[config.mk]
export PLATFORM = sky130hd
export DESIGN_NAME = solar_motor_drv
export DESIGN_NICKNAME = d
export VERILOG_FILES = /design/src/rtl/solar_motor_drv.sv
export SDC_FILE = /design/constraint.sdc
export NUM_CORES = 1
export LEC_CHECK = 0
export ABC_AREA = 1
export CAP_MARGIN = 10
export CORE_UTILIZATION = 55
export DETAILED_ROUTE_END_ITERATION = 8
export PLACE_DENSITY = 0.74
export SYNTH_ARGS = -nofsm -noshare
export SYNTH_HDL_FRONTEND = slang
export SYNTH_SLANG_ARGS = --single-unit
[constraint.sdc]
create_clock -name clk -period 3.65 [get_ports clk]
set_input_delay 0.73 -clock clk [delete_from_list [all_inputs] [get_ports clk]]
set_output_delay 0.73 -clock clk [all_outputs]
set_load 0.01 [all_outputs]
[src/rtl/solar_motor_drv.sv]
// Two-axis solar tracker stepper driver: turns level-held N/E/S/W move requests
// into divided step pulses with position tracking, limit blocking and a settle delay.
module solar_motor_drv #(
  parameter int unsigned STEP_DIV   = 16,
  parameter int unsigned SETTLE_CYC = 32,
  parameter int unsigned POS_HOME   = 128,
  parameter int unsigned POS_MAX    = 255
) (
  input  logic       clk,
  input  logic       rst,
  input  logic       mn,
  input  logic       me,
  input  logic       ms,
  input  logic       mw,
  output logic       step_ns,
  output logic       step_ew,
  output logic       dir_ns,
  output logic       dir_ew,
  output logic [7:0] pos_ns,
  output logic [7:0] pos_ew,
  output logic       busy,
  output logic       at_limit,
  output logic       fault
);

  localparam int unsigned PW = 8;
  localparam int unsigned CW = 8;
  localparam logic [PW-1:0] PMAX     = PW'(POS_MAX);
  localparam logic [PW-1:0] PHOME    = PW'(POS_HOME);
  localparam logic [CW-1:0] DIV_LAST = CW'(STEP_DIV - 1);
  localparam logic [CW-1:0] SET_LAST = CW'(SETTLE_CYC - 1);

  typedef enum logic [1:0] {
    IDLE   = 2'd0,
    MOVE   = 2'd1,
    SETTLE = 2'd2
  } state_t;

  state_t        state, state_d;
  logic          axis_q, axis_d;   // 1 = pan (E/W) axis latched
  logic [CW-1:0] div_q, div_d;
  logic [CW-1:0] cnt_q, cnt_d;
  logic [PW-1:0] pos_ns_d, pos_ew_d;
  logic          dir_ns_d, dir_ew_d, step_ns_d, step_ew_d, busy_d, fault_d;

  logic [2:0]    req_cnt;
  logic          one_req, multi_req, req_ew, req_inc, req_blocked;
  logic [PW-1:0] req_pos, lat_pos;
  logic          lat_dir, lat_req, lat_blocked, exit_req;

  // Request decode for the IDLE accept decision
  assign req_cnt     = 3'(mn) + 3'(me) + 3'(ms) + 3'(mw);
  assign one_req     = (req_cnt == 3'd1);
  assign multi_req   = (req_cnt > 3'd1);
  assign req_ew      = me | mw;
  assign req_inc     = mn | me;
  assign req_pos     = req_ew ? pos_ew : pos_ns;
  assign req_blocked = req_inc ? (req_pos == PMAX) : (req_pos == '0);

  // Latched move: any request pattern other than "only the latched one" ends it
  assign lat_dir     = axis_q ? dir_ew : dir_ns;
  assign lat_pos     = axis_q ? pos_ew : pos_ns;
  assign lat_req     = axis_q ? (dir_ew ? me : mw) : (dir_ns ? mn : ms);
  assign lat_blocked = lat_dir ? (lat_pos == PMAX) : (lat_pos == '0);
  assign exit_req    = !lat_req || multi_req;

  assign at_limit = (state == IDLE) ? (one_req && req_blocked) : lat_blocked;

  always_comb begin
    state_d   = state;
    axis_d    = axis_q;
    div_d     = div_q;
    cnt_d     = cnt_q;
    pos_ns_d  = pos_ns;
    pos_ew_d  = pos_ew;
    dir_ns_d  = dir_ns;
    dir_ew_d  = dir_ew;
    step_ns_d = 1'b0;
    step_ew_d = 1'b0;
    fault_d   = multi_req;
    unique case (state)
      IDLE: begin
        div_d = '0;
        cnt_d = '0;
        if (one_req && !req_blocked) begin
          state_d = MOVE;
          axis_d  = req_ew;
          if (req_ew) dir_ew_d = req_inc;
          else        dir_ns_d = req_inc;
        end
      end
      MOVE: begin
        div_d = (div_q == DIV_LAST) ? '0 : div_q + CW'(1);
        if (div_q == DIV_LAST && !lat_blocked) begin
          if (axis_q) begin
            step_ew_d = 1'b1;
            pos_ew_d  = lat_dir ? pos_ew + PW'(1) : pos_ew - PW'(1);
          end else begin
            step_ns_d = 1'b1;
            pos_ns_d  = lat_dir ? pos_ns + PW'(1) : pos_ns - PW'(1);
          end
        end
        if (exit_req || lat_blocked) begin
          state_d = SETTLE;
          div_d   = '0;
          cnt_d   = '0;
        end
      end
      SETTLE: begin
        div_d = '0;
        if (cnt_q == SET_LAST) begin
          state_d = IDLE;
          cnt_d   = '0;
        end else begin
          cnt_d = cnt_q + CW'(1);
        end
      end
      default: begin
        state_d = IDLE;
        div_d   = '0;
        cnt_d   = '0;
      end
    endcase
    busy_d = (state_d != IDLE);
  end

  always_ff @(posedge clk) begin
    if (rst) begin
      state   <= IDLE;
      axis_q  <= 1'b0;
      div_q   <= '0;
      cnt_q   <= '0;
      pos_ns  <= PHOME;
      pos_ew  <= PHOME;
      dir_ns  <= 1'b0;
      dir_ew  <= 1'b0;
      step_ns <= 1'b0;
      step_ew <= 1'b0;
      busy    <= 1'b0;
      fault   <= 1'b0;
    end else begin
      state   <= state_d;
      axis_q  <= axis_d;
      div_q   <= div_d;
      cnt_q   <= cnt_d;
      pos_ns  <= pos_ns_d;
      pos_ew  <= pos_ew_d;
      dir_ns  <= dir_ns_d;
      dir_ew  <= dir_ew_d;
      step_ns <= step_ns_d;
      step_ew <= step_ew_d;
      busy    <= busy_d;
      fault   <= fault_d;
    end
  end

endmodule

==> implementation parameters <==
Parameter                              Value

Global routing
  Grt total ovfl ... 0
  Number of global-route vias before repair ... 2655
  Total global routing track utilization ... 0.263
  Largest net degree at the start of global routing ... 23
  First-pass GRT wire length ... 11.2 mm
  Initial antenna violation count ... 0

STA
  Actual slew at the worst max-slew pin ... 0.750 ns
  Worst hold slack across all endpoints ... 0.461 ns
  Final setup violation count ... 0
  Clock Skews ... 0.00531 ns
  Number of pins exceeding their max-slew limit in the final report ... 0
  Final worst slack ... 0.0856 ns
  Minimum clock period after layout ... 3.56 ns
  Max-slew headroom ... 0.499
  Final period utilization ... 0.977
  Setup repair after global routing missed its margin ... no
  Highest attainable clock frequency ... 0.281 GHz
  Endpoints failing hold ... 0

Worst setup path
  Endpoint required time on the critical path ... 2.92 ns
  Startpoint kind of the worst setup timing path ... input pin
  CP Max Fanout ... 2
  Type of the setup path with the least slack ... input pin to primary output
  Arr. time, crit path ... 2.83 ns
  Setup crit end kind ... primary output
  Register-to-register setup slack ... 1.09 ns

Synth
  Proportion of netlist area held by the largest area contributor ... 0.282
  Yosys warning total ... 0
  Async SR Flop Fraction ... 0
  Commonest cells post-synth ... sky130_fd_sc_hd__nand2_1, sky130_fd_sc_hd__nor2_1, sky130_fd_sc_hd__inv_1
  Post-synthesis cell area ... 2910 um^2
  Largest area contributor in the synthesized netlist ... sky130_fd_sc_hd__dfxtp_1
  Post-Syn Nets ... 471
  Most common cell in the netlist ... sky130_fd_sc_hd__nand2_1
  Top flip-flop cell by instance count after synthesis ... sky130_fd_sc_hd__dfxtp_1
  Avg Synthesized Cell Area ... 6.56 um^2
  Seq/Total Area, Yosys ... 0.282
  Number of flops mapped to enable cells by yosys ... 0
  Post-Synthesis Cells ... 444
  Count of unique library cells instantiated by Yosys ... 35
  #FFs+latches synth ... 41
  Leading post-synthesis cells by cell area ... sky130_fd_sc_hd__dfxtp_1, sky130_fd_sc_hd__nand2_1, sky130_fd_sc_hd__nor2_1

Clocking
  Bufs on Longest Clock Path ... 2
  Buffer cell driving the clock tree root ... sky130_fd_sc_hd__clkbuf_8
  Clock-pin transition on the worst setup and hold timing paths ... 0.08 ns
  CTS Hold Bufs ... 0
  Number of buffers created by CTS ... 5
  CTS HTree Levels ... 2
  Clock tree from TritonCTS ... built
  Latest clock arrival within the worst-skew pair ... 0.30 ns
  Clk sink count ... 41

Floorplan
  Die area ... 5590 um^2
  Count of boundary I/O pins ... 29
  Area of the placeable core ... 5110 um^2
  Die boundary height ... 74.8 um
  Number of cell rows ... 26
  Effective utilization at floorplan ... 0.570
  Width of the die ... 74.8 um

Finish
  Finished Cell Area ... 3460 um^2
  Layout fillers ... 479
  Storage element area ... 821 um^2
  Multi-input gate area ... 1820 um^2
  Area added between synthesis and finish ... 18.6%
  Post-layout nets ... 509
  Layout cell share with drive strength beyond 1 ... 0.0849
  Antenna cells ... 0

Pwr
  Combinational power share ... 0.222
  Psw ... 0.000342 W
  Clock share of power ... 0.378
  Internal power summed over all cells ... 0.000841 W
  Sum of internal, switching and leakage power ... 0.00118 W
  Switching fraction of total power ... 0.289
  Reported leakage power ... 1.57 nW
  Worst vdd ir ... 0.000304 V
  P per Cell Area ... 342 nW/um^2
  Sequential cell fraction of total power ... 0.400

Worst hold path
  Worst min-delay path class ... flop to flop

Drt
  Routed length on met3 ... 288 um
  WL met1 ... 3.02 mm
  Total via count after detailed routing ... 2850
  Final routed wire length divided by cell count ... 12.2 um
  Antenna Violating Nets Remaining ... 0
  Post-detailed-routing wire length ... 6.77 mm
  Initial DRC count ... 150
  Detail Route met2 WL ... 3.33 mm
  1st-pass router iterations ... 5
  Count of unresolved DRC violations after routing ... 0
  Highest routing layer actually used ... met4
  Via-per-instance ratio ... 5.15

Run
  Number of maximum-capacitance violations ... 0

Placed design
  Placer's final routability congestion estimate ... 0.939
  Placed Area ... 3290 um^2
  Post-DP HPWL ... 5.08 mm
  Port Buf Inserts ... 28
  Post-Place Worst Slack ... -0.577 ns

Status
  Outcome ... finished clean
-- what timing repair did --
item | CTS | global route
pin swaps | 2 | 2
endpoints found under the setup margin | 1 | 1
buffers inserted | 1 | 0
cloned | 0 | 0
resized for setup | 9 | 2
-- state kept, by name, summed over array words and instances (netlist names) --
| name | count |
|---|---|
| axis_q | 1 |
| busy | 1 |
| cnt_q | 8 |
| dir_ew | 1 |
| dir_ns | 1 |
| div_q | 8 |
| fault | 1 |
| pos_ew | 8 |
| pos_ns | 8 |
| state | 2 |
| step_ew | 1 |
| step_ns | 1 |
-- cells in the final DEF, fill, tap and decap left out, drive strengths merged, types with 5 or more instances in the layout --
cell	synthesis	final
a21oi	18	18
buf	10	15
clkbuf	1	5
clkdlybuf4s50	0	26
dfxtp	41	41
ha	18	18
inv	56	57
nand2	133	133
nand3	31	31
nand4	7	7
nor2	64	64
o21ai	25	25
xnor2	5	5
xor2	14	14
-- layer usage --
metal  vias up  track usage
met3        13       0.0469
met5         -            0
met4         0       0.0922
li1       1485            -
met2        67        0.487
met1      1285        0.302
-- metrics by stage --
stage	std cells	util	TNS, ns
2_1_floorplan	444	-	0
3_3_place_gp	544	0.644	-0.392
3_5_place_dp	544	0.644	-0.577
4_1_cts	553	0.676	0
5_1_grt	553	0.677	0
6_report	553	0.677	0
-- final timing paths --
kind,start,endpoint,cells after the start
hold / removal,div_q[0],div_q[0],1
hold reg to reg,div_q[0],div_q[0],1
setup / recovery,mn,at_limit,10
setup reg to reg,axis_q,pos_ew[5],11
-- worst max-delay path: stages --
cell                              delay [ns]
sky130_fd_sc_hd__clkdlybuf4s50_1        0.46
sky130_fd_sc_hd__inv_1                  0.07
sky130_fd_sc_hd__fa_1                   0.53
sky130_fd_sc_hd__inv_1                  0.04
sky130_fd_sc_hd__ha_2                   0.17
sky130_fd_sc_hd__inv_2                  0.06
sky130_fd_sc_hd__ha_4                   0.19
sky130_fd_sc_hd__nor4b_4                0.28
sky130_fd_sc_hd__a22o_1                 0.17
sky130_fd_sc_hd__buf_2                  0.13
-- logic make-up (layout without fill, tap and decap cells) --
logic type	after synthesis	in the layout	share of synthesized area
compound gates	49	49	0.0902
xor+xnor	19	19	0.0571
fa+ha+maj	21	21	0.0979
buf+inv	67	106	0.104
flops	41	41	0.282
simple gates	247	247	0.369
-- power groups by stage --
stage          Clock [W]  Combinational [W]  Sequential [W]
4_1_cts         0.000458           0.000261        0.000473
3_3_place_gp           0           0.000241        0.000483
3_5_place_dp           0           0.000247        0.000484
5_1_grt         0.000477           0.000297        0.000476
2_1_floorplan          0           0.000189        0.000477
6_report        0.000448           0.000262        0.000473
-- cell type report --
class | count | share of cell area
clock buffer | 5 | 0.0199
sequential | 41 | 0.238
clock inverter | 3 | 0.0199
inverter | 56 | 0.0608
timing repair buffer | 42 | 0.110
tap | 70 | 0.0253
multi-input combinational | 336 | 0.527
Note: power is estimated with default switching activity, not from simulation.
